===== src/rtl/hsi_config_sequencer.sv =====
// Configuration sequencer for the HSI detector: streams register writes into the
// matrix/sR/sRs stores, tracks completeness and supervises one output frame per start.
module hsi_config_sequencer #(
  parameter int unsigned NUM_BANDS      = 16,
  parameter int unsigned CFG_DATA_WIDTH = 32,
  parameter int unsigned MAT_ADDR_WIDTH = 8,
  parameter int unsigned SR_ADDR_WIDTH  = 4
) (
  input  logic                      CLK,
  input  logic                      RESET,
  input  logic                      CFG_WE,
  input  logic [3:0]                CFG_ADDR,
  input  logic [CFG_DATA_WIDTH-1:0] CFG_WDATA,
  output logic                      MAT_WE,
  output logic [MAT_ADDR_WIDTH-1:0] MAT_ADDR,
  output logic [CFG_DATA_WIDTH-1:0] MAT_WDATA,
  output logic                      SR_WE,
  output logic [SR_ADDR_WIDTH-1:0]  SR_ADDR,
  output logic [CFG_DATA_WIDTH-1:0] SR_WDATA,
  output logic [CFG_DATA_WIDTH-1:0] SRS_DATA,
  output logic                      DEBUG,
  output logic                      DP_EN,
  input  logic                      OUT_TVALID,
  input  logic                      OUT_TREADY,
  input  logic                      OUT_TLAST,
  output logic                      FRAME_DONE,
  output logic                      CFG_ERR,
  output logic [31:0]               STATUS
);

  localparam int unsigned MAT_CNT_W = MAT_ADDR_WIDTH + 1;
  localparam int unsigned SR_CNT_W  = SR_ADDR_WIDTH + 1;
  localparam logic [MAT_CNT_W-1:0] MAT_DEPTH = MAT_CNT_W'(NUM_BANDS * NUM_BANDS);
  localparam logic [MAT_CNT_W-1:0] MAT_LAST  = MAT_CNT_W'(NUM_BANDS * NUM_BANDS - 1);
  localparam logic [SR_CNT_W-1:0]  SR_DEPTH  = SR_CNT_W'(NUM_BANDS);
  localparam logic [SR_CNT_W-1:0]  SR_LAST   = SR_CNT_W'(NUM_BANDS - 1);
  localparam logic [25:0]          BEAT_MAX  = '1;

  typedef enum logic [1:0] {
    CONFIG = 2'd0,
    ARMED  = 2'd1,
    RUN    = 2'd2
  } state_t;

  state_t                    state, state_nxt;
  logic [MAT_CNT_W-1:0]      mat_cnt, mat_cnt_nxt;
  logic [SR_CNT_W-1:0]       sr_cnt, sr_cnt_nxt;
  logic                      mat_loaded, mat_loaded_nxt;
  logic                      sr_loaded, sr_loaded_nxt;
  logic                      srs_loaded, srs_loaded_nxt;
  logic                      cfg_err_nxt;
  logic [25:0]               beat_cnt, beat_cnt_nxt;

  logic                      mat_we_nxt, sr_we_nxt, debug_nxt, dp_en_nxt, frame_done_nxt;
  logic [MAT_ADDR_WIDTH-1:0] mat_addr_nxt;
  logic [SR_ADDR_WIDTH-1:0]  sr_addr_nxt;
  logic [CFG_DATA_WIDTH-1:0] mat_wdata_nxt, sr_wdata_nxt, srs_data_nxt;
  logic [31:0]               status_nxt;

  logic wr_mat, wr_sr, wr_srs, wr_ctl, clear, start, handshake;

  always_comb begin
    wr_mat    = CFG_WE && (CFG_ADDR == 4'h0);
    wr_sr     = CFG_WE && (CFG_ADDR == 4'h4);
    wr_srs    = CFG_WE && (CFG_ADDR == 4'h8);
    wr_ctl    = CFG_WE && (CFG_ADDR == 4'hC);
    clear     = wr_ctl && CFG_WDATA[1];
    start     = wr_ctl && CFG_WDATA[2] && !CFG_WDATA[1];
    handshake = OUT_TVALID && OUT_TREADY;

    state_nxt      = state;
    mat_cnt_nxt    = mat_cnt;
    sr_cnt_nxt     = sr_cnt;
    mat_loaded_nxt = mat_loaded;
    sr_loaded_nxt  = sr_loaded;
    srs_loaded_nxt = srs_loaded;
    cfg_err_nxt    = CFG_ERR;
    beat_cnt_nxt   = beat_cnt;
    mat_we_nxt     = 1'b0;
    mat_addr_nxt   = MAT_ADDR;
    mat_wdata_nxt  = MAT_WDATA;
    sr_we_nxt      = 1'b0;
    sr_addr_nxt    = SR_ADDR;
    sr_wdata_nxt   = SR_WDATA;
    srs_data_nxt   = SRS_DATA;
    debug_nxt      = DEBUG;
    frame_done_nxt = 1'b0;

    if (wr_ctl) debug_nxt = CFG_WDATA[0];

    if (state != RUN) begin
      if (wr_mat) begin
        if (mat_cnt < MAT_DEPTH) begin
          mat_we_nxt    = 1'b1;
          mat_addr_nxt  = mat_cnt[MAT_ADDR_WIDTH-1:0];
          mat_wdata_nxt = CFG_WDATA;
          mat_cnt_nxt   = mat_cnt + MAT_CNT_W'(1);
          if (mat_cnt == MAT_LAST) mat_loaded_nxt = 1'b1;
        end else begin
          cfg_err_nxt = 1'b1;
        end
      end
      if (wr_sr) begin
        if (sr_cnt < SR_DEPTH) begin
          sr_we_nxt    = 1'b1;
          sr_addr_nxt  = sr_cnt[SR_ADDR_WIDTH-1:0];
          sr_wdata_nxt = CFG_WDATA;
          sr_cnt_nxt   = sr_cnt + SR_CNT_W'(1);
          if (sr_cnt == SR_LAST) sr_loaded_nxt = 1'b1;
        end else begin
          cfg_err_nxt = 1'b1;
        end
      end
      if (wr_srs) begin
        srs_data_nxt   = CFG_WDATA;
        srs_loaded_nxt = 1'b1;
      end
    end

    case (state)
      CONFIG: begin
        if (start) cfg_err_nxt = 1'b1;
        if (mat_loaded && sr_loaded && srs_loaded) state_nxt = ARMED;
      end
      ARMED: begin
        if (start) begin
          state_nxt    = RUN;
          beat_cnt_nxt = '0;
        end
      end
      RUN: begin
        if (wr_mat || wr_sr || wr_srs) cfg_err_nxt = 1'b1;
        if (handshake) begin
          if (beat_cnt != BEAT_MAX) beat_cnt_nxt = beat_cnt + 26'd1;
          if (OUT_TLAST) begin
            frame_done_nxt = 1'b1;
            state_nxt      = ARMED;
          end
        end
      end
      default: state_nxt = CONFIG;
    endcase

    // Clear overrides everything above, including a same-cycle TLAST (no FRAME_DONE).
    if (clear) begin
      mat_cnt_nxt    = '0;
      sr_cnt_nxt     = '0;
      mat_loaded_nxt = 1'b0;
      sr_loaded_nxt  = 1'b0;
      srs_loaded_nxt = 1'b0;
      cfg_err_nxt    = 1'b0;
      frame_done_nxt = 1'b0;
      state_nxt      = CONFIG;
    end

    dp_en_nxt  = (state_nxt == RUN);
    status_nxt = {cfg_err_nxt, state_nxt, srs_loaded_nxt, sr_loaded_nxt,
                  mat_loaded_nxt, beat_cnt_nxt};
  end

  always_ff @(posedge CLK) begin
    if (RESET) begin
      state      <= CONFIG;
      mat_cnt    <= '0;
      sr_cnt     <= '0;
      mat_loaded <= 1'b0;
      sr_loaded  <= 1'b0;
      srs_loaded <= 1'b0;
      beat_cnt   <= '0;
      MAT_WE     <= 1'b0;
      MAT_ADDR   <= '0;
      MAT_WDATA  <= '0;
      SR_WE      <= 1'b0;
      SR_ADDR    <= '0;
      SR_WDATA   <= '0;
      SRS_DATA   <= '0;
      DEBUG      <= 1'b0;
      DP_EN      <= 1'b0;
      FRAME_DONE <= 1'b0;
      CFG_ERR    <= 1'b0;
      STATUS     <= '0;
    end else begin
      state      <= state_nxt;
      mat_cnt    <= mat_cnt_nxt;
      sr_cnt     <= sr_cnt_nxt;
      mat_loaded <= mat_loaded_nxt;
      sr_loaded  <= sr_loaded_nxt;
      srs_loaded <= srs_loaded_nxt;
      beat_cnt   <= beat_cnt_nxt;
      MAT_WE     <= mat_we_nxt;
      MAT_ADDR   <= mat_addr_nxt;
      MAT_WDATA  <= mat_wdata_nxt;
      SR_WE      <= sr_we_nxt;
      SR_ADDR    <= sr_addr_nxt;
      SR_WDATA   <= sr_wdata_nxt;
      SRS_DATA   <= srs_data_nxt;
      DEBUG      <= debug_nxt;
      DP_EN      <= dp_en_nxt;
      FRAME_DONE <= frame_done_nxt;
      CFG_ERR    <= cfg_err_nxt;
      STATUS     <= status_nxt;
    end
  end

endmodule


===== config.mk =====
export PLATFORM = sky130hd
export DESIGN_NAME = hsi_config_sequencer
export DESIGN_NICKNAME = d
export VERILOG_FILES = /design/src/rtl/hsi_config_sequencer.sv
export SDC_FILE = /design/constraint.sdc
export NUM_CORES = 1
export LEC_CHECK = 0
export ABC_AREA = 1
export CAP_MARGIN = 20
export CORE_ASPECT_RATIO = 2
export CORE_MARGIN = 3
export CORE_UTILIZATION = 35
export CTS_BUF_LIST = sky130_fd_sc_hd__clkbuf_4 sky130_fd_sc_hd__clkbuf_8 sky130_fd_sc_hd__clkbuf_16
export DETAILED_ROUTE_END_ITERATION = 8
export GPL_ROUTABILITY_DRIVEN = 0
export PLACE_DENSITY = 0.72
export SLEW_MARGIN = 5
export SYNTH_ARGS = -nofsm -noshare
export SYNTH_HDL_FRONTEND = slang
export SYNTH_SLANG_ARGS = --single-unit
export TNS_END_PERCENT = 10

===== constraint.sdc =====
create_clock -name CLK -period 2.15 [get_ports CLK]
set_input_delay 0.43 -clock CLK [delete_from_list [all_inputs] [get_ports CLK]]
set_output_delay 0.43 -clock CLK [all_outputs]
set_load 0.005 [all_outputs]

* Word-level counts from Yosys, hierarchy flattened
Index checks and enable logic that the tools add are counted.
** Operators by class
- $add $sub $neg :: 3
- Reduce and logical (&&, ||, !) cells :: 22
- Bitwise gates (word level) :: 5
- Eq/ne operators :: 10
- Shift-type cells :: 0
- Magnitude comparators :: 2
- Multiply operators :: 0
- Div/mod/pow operators :: 0
- Mux-type cells :: 35
** Operators with widths (count)
- 26-bit 2-to-1 mux :: 3
- 26-bit case mux with 2 select lines :: 1
- 26-bit by 1-bit adder with 26-bit output (second input constant) :: 1
- 26-bit inequality test (second input constant) :: 1
- 1-bit 2-to-1 mux :: 24
- 1-bit logical AND :: 10
- 2-bit 2-to-1 mux :: 5
- 9-bit by 1-bit adder with 9-bit output (second input constant) :: 1
- 9-bit by 8-bit == test with 1-bit output (second input constant) :: 1
- 9-bit < comparator (second input constant) :: 1
- 4-bit == test (second input constant) :: 2
- 2-bit case mux with 3 select lines :: 1
- 3-bit AND reduction :: 2
- 3-bit OR reduction :: 2
- 5-bit by 1-bit adder with 5-bit output (second input constant) :: 1
- 5-bit by 4-bit == test with 1-bit output (second input constant) :: 1
- 5-bit < comparator (second input constant) :: 1
- 1-bit inverter :: 5
- 2-bit == test (second input constant) :: 2
- 4-bit by 3-bit == test with 1-bit output (second input constant) :: 1
- 4-bit logical NOT :: 1
- 4-bit OR reduction :: 1
- 2-bit by 1-bit == test with 1-bit output (second input constant) :: 1
- 2-bit logical NOT :: 1
- other kinds (6) :: 7
** Storage, ports and cells
- ROM bits :: 0
- Memories :: 0
- Logic and storage cells :: 96
- Bits in writable memories :: 0
- Output and inout bits :: 146
- Latch bits :: 0
- Register bits after elaboration :: 191

* Logic depth before layout (Yosys ltp)
- Depth after elaboration :: 9
- Mapped depth :: 13
- Mapped depth without buffers :: 13

* Worst setup path after synthesis
Ideal clock, no wire load.
- Path type :: register to register
- Start point :: reg STATUS[0] (netlist name)
- End point :: reg STATUS[23]
- Library setup time :: 0.122 ns
- Cell stages (with the launch flop) :: 12
- Data arrival time :: 1.561 ns
- Slack :: 0.468 ns
- Cells stage by stage :: dfxtp_1 > ha_1 > inv_1 > nor2_4 > nand2_4 > nor2_4 > nand3_4 > buf_6 > nand2_1 > nand2_1 > nand3_1 > a21oi_2
** RTL lines
- end signal: assignment :: line 201 : STATUS <= status_nxt;
- end: declaration :: line 28 : output logic [31:0] STATUS

* Final worst setup path
- Start point :: reg STATUS[2]
- End point :: out STATUS[2]
No word-level cell between the ends.

==> reports/results.tsv <==
metric	value	unit
status	finished, final reports clean	
dp_cells	1424	
ys_seq_area_frac	0.450	
cts-buffers-inserted	17	
fmax	521	MHz
die_h	207	um
layout.nets	1235	
dp_slack	-23.3	ps
clkTransAtPathRegs	70	ps
synth_top_area_frac	0.450	
grt_overflow	0	
postRouteAntennaNets	0	
drv_slew	0	
synth_top_family_by_area	simple AND/OR/NAND/NOR gates	
fin_hold_ws	465	ps
place_area	9430	sq um
synth_mux_area_frac	0	
max_stage_delay	570	ps
numPortBuffers	187	
setup_viol_count_final	0	
initial_utilization	0.362	
yosys_warnings	0	
floorplan.rows	72	
powerDensity	648	nW/um^2
period_share	0.892	
die_area	22000	sq um
drive_gt1_frac	0.0919	
track_usage	0.210	
ys_types	37	
cts_resized	0	
ys_seq_elements	159	
pwr-share-seq	0.464	
syn-num-nets	1039	
drt_wl_total	23.0	mm
area_delta_synth_final	42.0	%
grt_pass1_vias	7151	
leakagePower	0.00403	uW
fp.coreArea	19500	sq um
die_w	106	um
power.share.combinational	0.060	
clockRootBuffer	clkbuf_16	
ios	188	
crit_arrival	1490	ps
slew_headroom	0.730	
synth_simple_gate_area_frac	0.281	
synth_area_leader_cell	dfxtp_1	
hpwl	16.9	mm
worst_path_max_delay_cell	clkdlybuf4s50_1	
critPathBufInv	1	
final_cell_mix	nor2_1 (250), clkdlybuf4s50_1 (187), dfxtp_1 (159)	
grt_pass1_wl	36.7	mm
cts_tree	done	
synth_xor_area_frac	0.0124	
antenna_found_initial	0	
syn_area	7070	sq um
clkSinkCount	159	
worstPathCellList	clkdlybuf4s50_1	
power.internal	4890	uW
wl_per_cell	15.8	um
drt-initial-drc-count	373	
p_sw_frac	0.248	
crit_family	buffers and inverters	
final_common_cell	nor2_1	
synthAdderAreaFrac	0.0159	
netlist_top_cells_area	dfxtp_1 (45%), nor2_1 (13%), o21ai_0 (9.6%), nand2_1 (5.9%), a21oi_1 (4.3%)	
cts_hold_buffers	0	
post-route-util	0.513	
grt_max_degree	105	
worstMarginPinSlew	403	ps
route.detailed.drc	0	
crit_type	reg2out	
crit_path_end_kind	output pin	
stdcell_area	10000	sq um
hold_path_class	reg2reg	
crit_path_start_kind	register	
dr.pass1.iters	5	
layoutNonFillerInstCount	1456	
rsz0062_at_grt	no	
syn_avg_cell_area	7.15	sq um
post_cts_buffers	0	
num_vias	7180	
skew	11.5	ps
cap_viol_max_count	0	
critPathMaxFanout	8	
required	1720	ps
via_per_inst	4.93	
p_clk_frac	0.477	
vdd_drop_max	0.639	mV
hold_violations	0	
fin_ws	231	ps
finalCriticalPeriod	1920	ps
clock_latency	430	ps
p_switching	1610	uW
cts-htree-levels	4	
synth_compound_area_frac	0.159	
diodes	0	
clockBufferDepth	2	
synthCells	988	
## synthesized netlist by cell type
cell,instances
o21a_1,2
a31oi_1,3
nand3_4,1
xnor2_1,1
nor2_4,5
and3_1,1
a21oi_2,1
a21oi_1,61
o211ai_1,10
ha_1,9
nor2_1,251
nand2_1,111
o21ai_1,3
nor3_4,2
clkinv_1,1
nor3_1,10
nand4_1,15
clkbuf_2,1
buf_2,14
o21ai_0,135
inv_2,3
a211oi_1,1
buf_4,8
nand4_2,3
buf_6,2
nand2_2,3
clkbuf_1,30
dfxtp_1,159
nand3_1,45
nand2_4,1
nor2_2,3
nand3_2,4
xor2_1,9
buf_1,2
or2_2,2
inv_1,75
nor3_2,1
## path summary, 6_finish.rpt
kind | startpoint | to | slack (ps) | depth (start not counted)
hold reg to reg | SR_ADDR[0] | SR_ADDR[0] | 470 | 2
setup / recovery | STATUS[2] | STATUS[2] | 230 | 1
hold / removal | SR_ADDR[0] | SR_ADDR[0] | 470 | 2
setup reg to reg | STATUS[0] | STATUS[1] | 250 | 11
## per-stage QoR
step                      setup TNS [ps]  power [uW]
after floorplan                        0        3210
after global placement                 0        3470
after detailed placement           -90.1        3470
after CTS                              0        6570
after global routing                   0        6720
final                                  0        6500
## worst reg2reg max path, delay by kind of cell, from the launching register on
kind / cells / cell delay (ps)
compound gates: 1 / 110
fa+ha+maj: 1 / 260
buf+inv: 1 / 120
flops: 1 / 340
simple gates: 8 / 990
## kinds of logic after synthesis
family	count (synthesis)
AOI/OAI and AO/OA	216
DFF	159
and+or+nand+nor	458
adders and majority gates	9
buffers and inverters	136
xor gates and xnor gates	10
## final cells by class
class,count,area [sq um]
Fill cell,1912,9510
Clock inverter,14,169
Tap cell,259,324
Sequential cell,159,3180
Timing Repair Buffer,234,2310
Multi-Input combinational cell,693,3310
Clock buffer,18,439
Inverter,79,297
## flip-flops by register name, indices dropped and copies added (netlist names)
register,cells
CFG_ERR,1
DEBUG,1
DP_EN,1
FRAME_DONE,1
MAT_ADDR,8
MAT_WDATA,32
MAT_WE,1
SRS_DATA,32
SR_ADDR,4
SR_WDATA,32
SR_WE,1
STATUS,31
mat_cnt,9
sr_cnt,5
## metal layers
layer / track usage / vias to the layer above / wire length, um
met5: 0 / - / 0
met3: 0.0448 / 58 / 1130
met1: 0.209 / 3330 / 8250
met4: 0.106 / 0 / 942
li1: - / 3596 / -
met2: 0.403 / 196 / 12700
## power groups by stage
stage | Combinational [uW] | Sequential (uW) | Clock (uW)
2_1_floorplan | 126 | 3080 | 0
3_3_place_gp | 386 | 3080 | 0
3_5_place_dp | 388 | 3080 | 0
4_1_cts | 390 | 3010 | 3170
5_1_grt | 423 | 3020 | 3280
6_report | 387 | 3010 | 3100
Note: power is estimated with default switching activity, not from simulation.
